### src/rtl/pipe_control.sv
// Main control decoder and load-use hazard unit for a 5-stage MIPS pipeline.
// Decoded controls travel through ID/EX, EX/MEM and MEM/WB with their instruction.
module pipe_control #(
    parameter int OPCODE_WIDTH = 6,
    parameter int AWIDTH       = 5
) (
    input  logic                    c_clk,
    input  logic                    c_rst,
    input  logic                    c_i_ce,
    input  logic [OPCODE_WIDTH-1:0] c_i_opcode,
    input  logic [OPCODE_WIDTH-1:0] c_i_funct,
    input  logic [AWIDTH-1:0]       c_i_rs,
    input  logic [AWIDTH-1:0]       c_i_rt,
    input  logic [AWIDTH-1:0]       c_i_rd,
    input  logic                    c_i_flush,
    output logic                    c_o_stall,
    output logic                    c_o_RegDst,
    output logic                    c_o_ALUSrc,
    output logic                    c_o_Branch,
    output logic [3:0]              c_o_ALUCtl,
    output logic                    c_o_MemRead,
    output logic                    c_o_MemWrite,
    output logic                    c_o_RegWrite,
    output logic                    c_o_MemtoReg,
    output logic [AWIDTH-1:0]       c_o_ex_waddr,
    output logic [AWIDTH-1:0]       c_o_mem_waddr,
    output logic [AWIDTH-1:0]       c_o_wb_waddr,
    output logic                    c_o_illegal
);

    localparam logic [OPCODE_WIDTH-1:0] OP_RTYPE = OPCODE_WIDTH'(6'b000000);
    localparam logic [OPCODE_WIDTH-1:0] OP_LW    = OPCODE_WIDTH'(6'b100011);
    localparam logic [OPCODE_WIDTH-1:0] OP_SW    = OPCODE_WIDTH'(6'b101011);
    localparam logic [OPCODE_WIDTH-1:0] OP_BEQ   = OPCODE_WIDTH'(6'b000100);
    localparam logic [OPCODE_WIDTH-1:0] OP_ADDI  = OPCODE_WIDTH'(6'b001000);

    localparam logic [OPCODE_WIDTH-1:0] FN_ADD = OPCODE_WIDTH'(6'b100000);
    localparam logic [OPCODE_WIDTH-1:0] FN_SUB = OPCODE_WIDTH'(6'b100010);
    localparam logic [OPCODE_WIDTH-1:0] FN_AND = OPCODE_WIDTH'(6'b100100);
    localparam logic [OPCODE_WIDTH-1:0] FN_OR  = OPCODE_WIDTH'(6'b100101);
    localparam logic [OPCODE_WIDTH-1:0] FN_SLT = OPCODE_WIDTH'(6'b101010);

    localparam logic [3:0] ALU_AND = 4'b0000;
    localparam logic [3:0] ALU_OR  = 4'b0001;
    localparam logic [3:0] ALU_ADD = 4'b0010;
    localparam logic [3:0] ALU_SUB = 4'b0110;
    localparam logic [3:0] ALU_SLT = 4'b0111;

    logic              w_regDst, w_aluSrc, w_branch;
    logic [3:0]        w_aluCtl;
    logic              w_memRead, w_memWrite, w_regWrite, w_memtoReg;
    logic [AWIDTH-1:0] w_waddr;
    logic              w_isRtype, w_usesRt, w_illegal;
    logic              w_stall, w_bubble;

    logic              r_ex_regDst, r_ex_aluSrc, r_ex_branch;
    logic [3:0]        r_ex_aluCtl;
    logic              r_ex_memRead, r_ex_memWrite, r_ex_regWrite, r_ex_memtoReg;
    logic [AWIDTH-1:0] r_ex_waddr;
    logic              r_mem_memRead, r_mem_memWrite, r_mem_regWrite, r_mem_memtoReg;
    logic [AWIDTH-1:0] r_mem_waddr;
    logic              r_wb_regWrite, r_wb_memtoReg;
    logic [AWIDTH-1:0] r_wb_waddr;
    logic              r_illegal;

    always_comb begin
        w_regDst   = 1'b0;
        w_aluSrc   = 1'b0;
        w_branch   = 1'b0;
        w_aluCtl   = ALU_AND;
        w_memRead  = 1'b0;
        w_memWrite = 1'b0;
        w_regWrite = 1'b0;
        w_memtoReg = 1'b0;
        w_isRtype  = 1'b0;
        w_usesRt   = 1'b0;
        w_illegal  = 1'b0;
        case (c_i_opcode)
            OP_RTYPE: begin
                w_isRtype = 1'b1;
                w_usesRt  = 1'b1;
                w_regDst  = 1'b1;
                w_regWrite = 1'b1;
                case (c_i_funct)
                    FN_ADD:  w_aluCtl = ALU_ADD;
                    FN_SUB:  w_aluCtl = ALU_SUB;
                    FN_AND:  w_aluCtl = ALU_AND;
                    FN_OR:   w_aluCtl = ALU_OR;
                    FN_SLT:  w_aluCtl = ALU_SLT;
                    default: begin
                        w_regDst   = 1'b0;
                        w_regWrite = 1'b0;
                        w_illegal  = 1'b1;
                    end
                endcase
            end
            OP_LW: begin
                w_aluSrc   = 1'b1;
                w_memRead  = 1'b1;
                w_memtoReg = 1'b1;
                w_regWrite = 1'b1;
                w_aluCtl   = ALU_ADD;
            end
            OP_SW: begin
                w_usesRt   = 1'b1;
                w_aluSrc   = 1'b1;
                w_memWrite = 1'b1;
                w_aluCtl   = ALU_ADD;
            end
            OP_BEQ: begin
                w_usesRt = 1'b1;
                w_branch = 1'b1;
                w_aluCtl = ALU_SUB;
            end
            OP_ADDI: begin
                w_aluSrc   = 1'b1;
                w_regWrite = 1'b1;
                w_aluCtl   = ALU_ADD;
            end
            default: w_illegal = 1'b1;
        endcase
        // Non-writing instructions carry waddr 0 so they can never match the hazard check.
        if (!w_regWrite)
            w_waddr = '0;
        else if (w_isRtype)
            w_waddr = c_i_rd;
        else
            w_waddr = c_i_rt;
    end

    assign w_stall = r_ex_memRead && (r_ex_waddr != '0) &&
                     ((r_ex_waddr == c_i_rs) || (w_usesRt && (r_ex_waddr == c_i_rt)));
    assign w_bubble = w_stall | c_i_flush;

    always_ff @(posedge c_clk or negedge c_rst) begin
        if (!c_rst) begin
            r_ex_regDst    <= 1'b0;
            r_ex_aluSrc    <= 1'b0;
            r_ex_branch    <= 1'b0;
            r_ex_aluCtl    <= '0;
            r_ex_memRead   <= 1'b0;
            r_ex_memWrite  <= 1'b0;
            r_ex_regWrite  <= 1'b0;
            r_ex_memtoReg  <= 1'b0;
            r_ex_waddr     <= '0;
            r_mem_memRead  <= 1'b0;
            r_mem_memWrite <= 1'b0;
            r_mem_regWrite <= 1'b0;
            r_mem_memtoReg <= 1'b0;
            r_mem_waddr    <= '0;
            r_wb_regWrite  <= 1'b0;
            r_wb_memtoReg  <= 1'b0;
            r_wb_waddr     <= '0;
            r_illegal      <= 1'b0;
        end else if (c_i_ce) begin
            r_ex_regDst    <= w_bubble ? 1'b0 : w_regDst;
            r_ex_aluSrc    <= w_bubble ? 1'b0 : w_aluSrc;
            r_ex_branch    <= w_bubble ? 1'b0 : w_branch;
            r_ex_aluCtl    <= w_bubble ? 4'b0000 : w_aluCtl;
            r_ex_memRead   <= w_bubble ? 1'b0 : w_memRead;
            r_ex_memWrite  <= w_bubble ? 1'b0 : w_memWrite;
            r_ex_regWrite  <= w_bubble ? 1'b0 : w_regWrite;
            r_ex_memtoReg  <= w_bubble ? 1'b0 : w_memtoReg;
            r_ex_waddr     <= w_bubble ? '0 : w_waddr;
            r_mem_memRead  <= r_ex_memRead;
            r_mem_memWrite <= r_ex_memWrite;
            r_mem_regWrite <= r_ex_regWrite;
            r_mem_memtoReg <= r_ex_memtoReg;
            r_mem_waddr    <= r_ex_waddr;
            r_wb_regWrite  <= r_mem_regWrite;
            r_wb_memtoReg  <= r_mem_memtoReg;
            r_wb_waddr     <= r_mem_waddr;
            // A killed illegal instruction never executes, so it must not raise the flag.
            if (w_illegal && !w_bubble)
                r_illegal <= 1'b1;
        end
    end

    assign c_o_stall     = w_stall;
    assign c_o_RegDst    = r_ex_regDst;
    assign c_o_ALUSrc    = r_ex_aluSrc;
    assign c_o_Branch    = r_ex_branch;
    assign c_o_ALUCtl    = r_ex_aluCtl;
    assign c_o_ex_waddr  = r_ex_waddr;
    assign c_o_MemRead   = r_mem_memRead;
    assign c_o_MemWrite  = r_mem_memWrite;
    assign c_o_mem_waddr = r_mem_waddr;
    assign c_o_RegWrite  = r_wb_regWrite;
    assign c_o_MemtoReg  = r_wb_memtoReg;
    assign c_o_wb_waddr  = r_wb_waddr;
    assign c_o_illegal   = r_illegal;

endmodule

### config.mk
export PLATFORM = sky130hd
export DESIGN_NAME = pipe_control
export DESIGN_NICKNAME = d
export VERILOG_FILES = /design/src/rtl/pipe_control.sv
export SDC_FILE = /design/constraint.sdc
export NUM_CORES = 1
export LEC_CHECK = 0
export BUFFER_PORTS_ARGS = -buffer_cell sky130_fd_sc_hd__clkbuf_2
export CORE_MARGIN = 8
export CORE_UTILIZATION = 47
export DETAILED_ROUTE_END_ITERATION = 7
export GPL_TIMING_DRIVEN = 0
export PLACE_DENSITY = 0.84
export SLEW_MARGIN = 20
export SYNTH_ARGS = -nofsm -noshare
export SYNTH_HDL_FRONTEND = slang
export SYNTH_SLANG_ARGS = --single-unit
### constraint.sdc
create_clock -name c_clk -period 2.9 [get_ports c_clk]
set_clock_uncertainty 0.2 [all_clocks]
set_input_delay 0.29 -clock c_clk [delete_from_list [all_inputs] [get_ports c_clk]]
set_output_delay 0.29 -clock c_clk [all_outputs]
set_load 0.05 [all_outputs]
# Word-level counts from Yosys, hierarchy flattened
# Index checks and enable logic that the tools add are counted.
# W data, S select, Z words.
# classes
n_addsub	0
multipliers	0
div_mod_pow	0
n_lt_le_gt_ge	0
eq_ne	11
n_shift	0
mux	23
bitwise_logic	1
reduce_logical	14
# op_table
op	n
$eq A6 B6 Y1 const B	7
$mux W1	15
$mux W5	3
$pmux W3 S4	1
$eq A5 B5 Y1	2
$pmux W3 S3	1
$eq A6 B3 Y1 const B	1
$eq A6 B4 Y1 const B	1
$logic_not A6 Y1	1
$reduce_or A3 Y1	2
$reduce_bool A5 Y1	1
$reduce_or A5 Y1	1
$logic_and A1 B1 Y1	4
$mux W4	1
$pmux W1 S2	2
$reduce_or A4 Y1	1
$reduce_and A2 Y1	1
$reduce_or A2 Y1	1
$logic_not A1 Y1	1
$logic_or A1 B1 Y1	1
$or A1 B1 Y1	1
# totals
ff_bits	31
latchBits	0
ramBits	0
rom_bits	0
inputBits	31
output_inout_bits	28
wordCells	65
n_memories	0

# Logic depth before layout (Yosys ltp)
# Gate-level depths: netlist of run 1.
# logic_depth
depth_word	10
depth_mapped	6
mapped_depth_nobuf	5

# Least setup slack after synthesis of run 1
# OpenSTA, ideal clock, no wires.
# synth_path
path_kind	reg-to-output
startpoint	register r_ex_waddr[1], in the netlist c_o_ex_waddr[1]
endpoint	output port c_o_stall
t_arrival_ps	2047
required_time_ps	2410
slack_ps	363
stages_incl_launch_ff	5
n_path_buf	0
path_cell_list	dfrtp_1 -> or4_1 -> o21ai_1 -> or4_2 -> nand2_1
# synth_between
elab_chain_cells	4
elab_cells_between_ends	7
classes_between	eq/ne: 2; reduce/logical: 5
# synth_rtl
element	line	text
start, declared	59	logic [AWIDTH-1:0] r_ex_waddr;
start signal, assigned	164	r_ex_waddr <= w_bubble ? '0 : w_waddr;
$eq A5 B5 Y1	132	((r_ex_waddr == c_i_rs) || (w_usesRt && (r_ex_waddr == c_i_rt)));
$logic_and A1 B1 Y1	132	
$logic_or A1 B1 Y1	132	
$logic_and A1 B1 Y1 (*)	131	assign w_stall = r_ex_memRead && (r_ex_waddr != '0) &&
end, declared	16	output logic c_o_stall,
# Every way passes the cells marked *; elsewhere a longest branch is shown, timed or not.

# Worst setup path in the final report of run 1
# layout_path
startpoint	register r_ex_waddr[3], in the netlist c_o_ex_waddr[3]
endpoint	output port c_o_stall
# The elaborated chain is that of the path after synthesis.

==> results of run 1 <==
## cells in the mapped netlist
master,n
conb_1,1
clkbuf_1,1
a21oi_1,1
a21boi_0,1
buf_1,2
o21bai_1,1
nand3_1,5
a31oi_1,2
dfrtp_1,30
o21ai_1,1
buf_4,1
mux2i_1,5
or4b_4,1
o32ai_2,6
buf_6,1
and3_1,1
or4_2,1
nor4_1,1
inv_1,19
mux2_1,5
o21a_1,1
mux2_2,10
xor2_1,3
nor2b_1,2
o32ai_1,5
nor2_1,5
or2b_1,1
nand2_1,4
o221a_1,1
or4_1,1
o22ai_1,3
or3_1,2
xnor2_1,7
nand4_1,1
nand4b_4,1
o21ai_0,4
## through the flow
step                      instances  hold WS [ns]  util [%]  instance area, um^2  setup WS, ns
after floorplan                 137        -0.206         -                 1560         0.363
after global placement          240         0.179      58.5                 1910         0.550
after detailed placement        240         0.187      58.5                 1910         0.561
after CTS                       249        0.0381      60.6                 1980         0.249
after global routing            249        0.0493      60.6                 1980         0.161
final                           249        0.0576      60.6                 1980         0.263
## what timing repair did
action / CTS / global route
endpoints found under the hold margin: 30 / 0
endpoints found under the setup margin: 0 / 0
hold buffers: 1 / 0
resized for setup: 0 / 0
## worst paths after layout
path | to | slack [ns] | cells after the start
worst max-delay path | c_o_stall | 0.26 | 5
worst min-delay path | r_ex_memtoReg$_DFFE_PN0P_ | 0.06 | 2
worst max register to register | c_o_Branch$_DFFE_PN0P_ | 0.61 | 6
worst min register to register | c_o_illegal$_DFFE_PN0P_ | 0.29 | 1
max in group asynchronous | c_o_wb_waddr[3]$_DFFE_PN0P_ | 1.67 | 2
min in group asynchronous | r_ex_memWrite$_DFFE_PN0P_ | 0.36 | 2
## logic make-up (layout without fill, tap and decap cells)
| group | after synthesis | in the layout | share of synthesized area, % |
|---|---|---|---|
| XOR/XNOR | 10 | 10 | 5.60 |
| buffers and inverters | 24 | 90 | 6.49 |
| AND/OR/NAND/NOR | 26 | 26 | 10.5 |
| AO/OA/AOI/OAI | 26 | 26 | 15.1 |
| other | 1 | 1 | 0.240 |
| multiplexers | 20 | 20 | 14.0 |
| flip-flops | 30 | 30 | 48.0 |
## per-layer routing
layer | routed length, um | part of all wire (%) | vias up
met5 | 0 | 0 | -
met4 | 35 | 0.93 | 0
met3 | 479 | 13 | 4
met2 | 1580 | 42 | 62
met1 | 1650 | 44 | 591
li1 | - | - | 616
## state kept, by name (all words and copies together) (netlist names), 3 cells and up
| name | flops |
|---|---|
| c_o_wb_waddr | 5 |
| c_o_ALUCtl | 3 |
| c_o_ex_waddr | 5 |
| c_o_mem_waddr | 5 |
## worst reg2reg max path: cells and delay by family, from the launching register on
family,cells,cell delay (ns)
buffers and inverters,1,0.19
AO/OA/AOI/OAI,2,0.46
AND/OR/NAND/NOR,3,0.88
flip-flops,1,0.47
## layout make-up
type,count,area share [%]
tap,46,2.91
sequential,30,38.0
inverter,19,3.61
timing repair buffer,58,14.9
clock inverter,1,0.253
multi-input combinational,83,36.0
buffer,5,1.52
clock buffer,7,2.79
## power by group through the flow
stage          clock, W  sequential [W]  combinational (W)
3_3_place_gp          0        0.000433           0.000105
3_5_place_dp          0        0.000433           0.000107
2_1_floorplan         0        0.000445          0.0000475
4_1_cts        0.000261        0.000425           0.000108
5_1_grt        0.000281        0.000426           0.000118
6_report       0.000251        0.000425           0.000107
==> run summary, run 1 <==
status: finished, final reports clean
area share of the largest cell type after synthesis: 48.0%
Worst R2R Start: c_o_ex_waddr[1]$_DFFE_PN0P_
Routed WL: 3750 um
Sw Ratio: 25.8%
Comb pwr share: 13.7%
Tcrit/Tclk final: 90.9%
IO Port Bufs: 57
CP Launch Type: flip-flop
Post-route DRC: 0
post-route ant nets: 0
Hold WC Path Type: in -> reg
total power: 0.000783 W
Syn Area/Cell: 11.4 um^2
gr ovfl total: 0
Clk pin slew, worst setup/hold paths: 0.09 ns
TritonCTS Buffers: 5
minimum clock period: 2.64 ns
pin count of the biggest net entering global routing: 31
n_diodes: 0
met1 Use GR: 18.2%
Synth Register Bits: 30
clock sink total: 30
RSZ-0062 raised after global routing: false
Hold Vio Cnt, Final: 0
Final Wtd Congestion: 0.777
DR iter-0 viols: 51
WS Path Type: reg -> out
register area share after synthesis: 48.0%
initial antenna violation count: 0
vias in the first global route: 1,287
CTS Root Cell: clkbuf_4
Reg power frac: 54.3%
die height: 73.7 um
htree depth: 2
multi-input combinational cell area: 711 um^2
WL/cell: 15.1 um
DIE WIDTH: 73.7 um
largest stage delay on the critical path: 0.73 ns
max_cap viols: 0
CP Launch Point: c_o_ex_waddr[3]$_DFFE_PN0P_
Clock Power Share: 32.0%
Core Footprint: 3260 um^2
Buf/Inv on CP: 1
synth unique cells: 36
total setup buffers inserted after CTS: 0
Post-Synthesis Cells: 137
most frequent cells in the layout: clkbuf_2, dfrtp_1, inv_1, mux2_2, xnor2_1
Synthesized Nets: 168
Power Density: 396 nW/um^2
met3 Usage GRT: 7.91%
internal power: 0.000581 W
full die area: 5430 um^2
YS warnings: 0
Worst Setup End Kind: primary output
Post-Syn Area: 1560 um^2
FP Rows: 21
max-slew violations: 0
vias after detailed routing: 1,273
P_leak: 1.01 nW
crit path max fanout: 6
commonest non-fill, non-tap cell in the layout: clkbuf_2
initial core utilization: 48.0%
Switch Pwr: 0.000202 W
worst skew pair latency: 0.32 ns
Arr. time, crit path: 2.15 ns
FMAX: 379 MHz
first-pass GRT wire length: 6060 um
worst vdd ir: 202 uV
crit-path leading delay family: simple AND/OR/NAND/NOR gates
share of layout cells above drive strength 1: 41.9%
Layout Area Growth over Synthesis: 26.4%
gr busiest metal: met2
Synth area leaders: dfrtp_1, mux2_2, o32ai_2, inv_1, xnor2_1
cells along the critical path: or4_1 > o21ai_1 > or4_2 > nand2_1 > clkbuf_2
Ports: 59
critical path's slowest cell: or4_2
Slew headroom: 50.6%
most area-hungry cell type in the Yosys netlist: dfrtp_1
DRT Pass-1 Iters: 4
final setup fails: 0
Least-Margin Pin Slew: 0.741 ns
gr usage total: 14.8%
CTS tree: built
Via density: 5.11
register area: 751 um^2
NumNets Final: 233
Fillers: 300
Max Root-Sink Buffers: 2
met2 Use GR: 21.2%
WP data required: 2.41 ns
setup TNS: 0 ns
Hold Startpoint: c_i_opcode[3]
DP Wirelength: 2940 um
(Power assumes the default switching activity.)
==> run 2: changes to the inputs <==
PLACE_DENSITY = 0.82   (was 0.84)
==> run summary, run 2 (synthesized netlist as in run 1, its figures left out) <==
dpl cells: 240 (unchanged)
pin count of the biggest net entering global routing: 31 (unchanged)
r2r endpoint: c_o_ALUCtl[0]$_DFFE_PN0P_
crit path max fanout: 6 (unchanged)
largest stage delay on the critical path: 0.73 ns (about the same)
minimum clock period: 2.65 ns (+0.0174 ns)
Max Root-Sink Buffers: 2 (unchanged)
NumNets Final: 233 (unchanged)
gr usage total: 14.8% (unchanged)
FP Rows: 21 (unchanged)
DIE WIDTH: 73.7 um (unchanged)
Least-Margin Pin Slew: 0.749 ns (+0.00750 ns)
DP Wirelength: 2990 um (+1.6%)
Worst R2R Start: c_o_ex_waddr[1]$_DFFE_PN0P_
P_leak: 1.01 nW (-0.50%)
worst skew pair latency: 0.33 ns (about the same)
initial core utilization: 48.0% (unchanged)
WS Path Type: reg -> out
final worst setup slack: 0.246 ns (-0.0174 ns)
cells along the critical path: or4_1 > o21ai_1 > or4_2 > nand2_1 > clkbuf_2
Reg power frac: 54.5% (+0.2 points)
worst r2r path cells: 6 (unchanged)
Sw Ratio: 26.5% (+0.72 points)
CTS tree: built
DRT Pass-1 Iters: 4 (unchanged)
critical path's slowest cell: or4_2
Tcrit/Tclk final: 91.5% (+0.60 points)
initial antenna violation count: 0 (unchanged)
pre-CTS WS: 0.539 ns (-0.0228 ns)
Layout Area Growth over Synthesis: 25.9%
most frequent cells in the layout: clkbuf_2, dfrtp_1, inv_1, mux2_2, xnor2_1
R2R Setup Slk: 0.61 ns (about the same)
Hold Vio Cnt, Final: 0 (unchanged)
FMAX: 377 MHz (-0.66%)
post-route ant nets: 0 (unchanged)
Routed WL: 3800 um (+1.4%)
non-filler cells, final: 247 (-0.80%)
max_cap viols: 0 (unchanged)
final setup fails: 0 (unchanged)
Ports: 59 (unchanged)
Via density: 5.22 (+2.1%)
vias after detailed routing: 1,289 (+1.3%)
DR iter-0 viols: 48 (-5.9%)
status: finished, final reports clean
internal power: 0.000573 W (-1.4%)
setup TNS: 0 ns (unchanged)
Slew headroom: 50.1% (-0.50 points)
Hold WC Path Type: in -> reg
worst vdd ir: 214 uV (+5.7%)
Clk pin slew, worst setup/hold paths: 0.10 ns (about the same)
TritonCTS Buffers: 5 (unchanged)
Hold Path Cell Cnt: 2 (unchanged)
clock sink total: 30 (unchanged)
n_diodes: 0 (unchanged)
RSZ-0062 raised after global routing: false
Hold Path End: r_ex_memtoReg$_DFFE_PN0P_
max-slew violations: 0 (unchanged)
share of layout cells above drive strength 1: 41.8% (-0.081 points)
commonest non-fill, non-tap cell in the layout: clkbuf_2
IO Port Bufs: 57 (unchanged)
full die area: 5430 um^2 (unchanged)
CTS Root Cell: clkbuf_4
Hold Startpoint: c_i_opcode[3]
Arr. time, crit path: 2.16 ns (about the same)
Comb pwr share: 13.8% (about the same)
die height: 73.7 um (unchanged)
Final Wtd Congestion: 0.819 (+5.4%)
first-pass GRT wire length: 6090 um (+0.45%)
Clock Power Share: 31.6% (-0.4 points)
Core Footprint: 3260 um^2 (unchanged)
gr ovfl total: 0 (unchanged)
WP data required: 2.41 ns (about the same)
htree depth: 2 (unchanged)
Power Density: 396 nW/um^2 (about the same)
vias in the first global route: 1,317 (+2.3%)
CP Launch Type: flip-flop
Post-route DRC: 0 (unchanged)
WL/cell: 15.4 um (+2.3%)
Worst Setup End Kind: primary output
Switch Pwr: 0.000206 W (+2.3%)
## run 2: cell types whose count changed in the layout (fill, tap and decap cells not counted)
cell      change
clkbuf_1      -1
clkinv_2      -1
## run 2: cell type report
class                           instances  area, um^2
Buffer                                  5        30.0
Fill cell                             298        1290
Clock buffer                            6        51.3
Sequential cell                        30         751
Timing Repair Buffer                   58         295
Inverter                               19        71.3
Tap cell                               46        57.6
Multi-Input combinational cell         83         711
## run 2: routing by layer
layer  part of all wire [%]  track usage, %  vias up
met5                      0               0        -
met4                   0.71            6.43        0
met3                     12            6.00        2
met2                     43            22.4       67
met1                     44            17.8      608
li1                       -               -      612
## run 2: worst max-delay path, delay by kind of cell, from the launching register on
| family | cells | cell delay (ns) |
|---|---|---|
| DFF | 1 | 0.50 |
| and+or+nand+nor | 3 | 0.98 |
| AOI/OAI and AO/OA | 1 | 0.08 |
| buffers and inverters | 1 | 0.27 |
## run 2: how the worst max path moves through the flow
stage / startpoint / endpoint / cells after the start
finish: c_o_ex_waddr[3]$_DFFE_PN0P_ / c_o_stall / 5
global route: c_o_ex_waddr[1]$_DFFE_PN0P_ / c_o_stall / 5
CTS: c_o_ex_waddr[3]$_DFFE_PN0P_ / c_o_stall / 5
detailed placement: c_i_opcode[3] / c_o_stall / 6
global placement: c_i_opcode[3] / c_o_stall / 6
floorplan: c_o_ex_waddr[1]$_DFFE_PN0P_ / c_o_stall / 4
## run 2: through the flow
stage | cell area, um^2 | total power (W) | util (%) | hold slack (ns)
final | 1970 | 0.000779 | 60.4 | 0.0352
after floorplan | 1560 | 0.000492 | - | -0.206
after global placement | 1910 | 0.000539 | 58.5 | 0.187
after CTS | 1970 | 0.000783 | 60.4 | 0.0303
after detailed placement | 1910 | 0.000541 | 58.5 | 0.190
after global routing | 1970 | 0.000806 | 60.4 | 0.0477
## run 2: power by group through the flow
stage / Sequential [W] / Clock, W / Combinational [W]
floorplan: 0.000445 / 0 / 0.0000475
global placement: 0.000433 / 0 / 0.000106
detailed placement: 0.000433 / 0 / 0.000107
CTS: 0.000425 / 0.000249 / 0.000109
global route: 0.000426 / 0.000262 / 0.000119
finish: 0.000425 / 0.000247 / 0.000108
## run 2: repair_timing
action / 4_1_cts / 5_1_grt
resized for setup: 0 / 0
hold buffers: 1 / 0
setup buffers: 0 / 0
hold endpoints to repair: 30 / 0
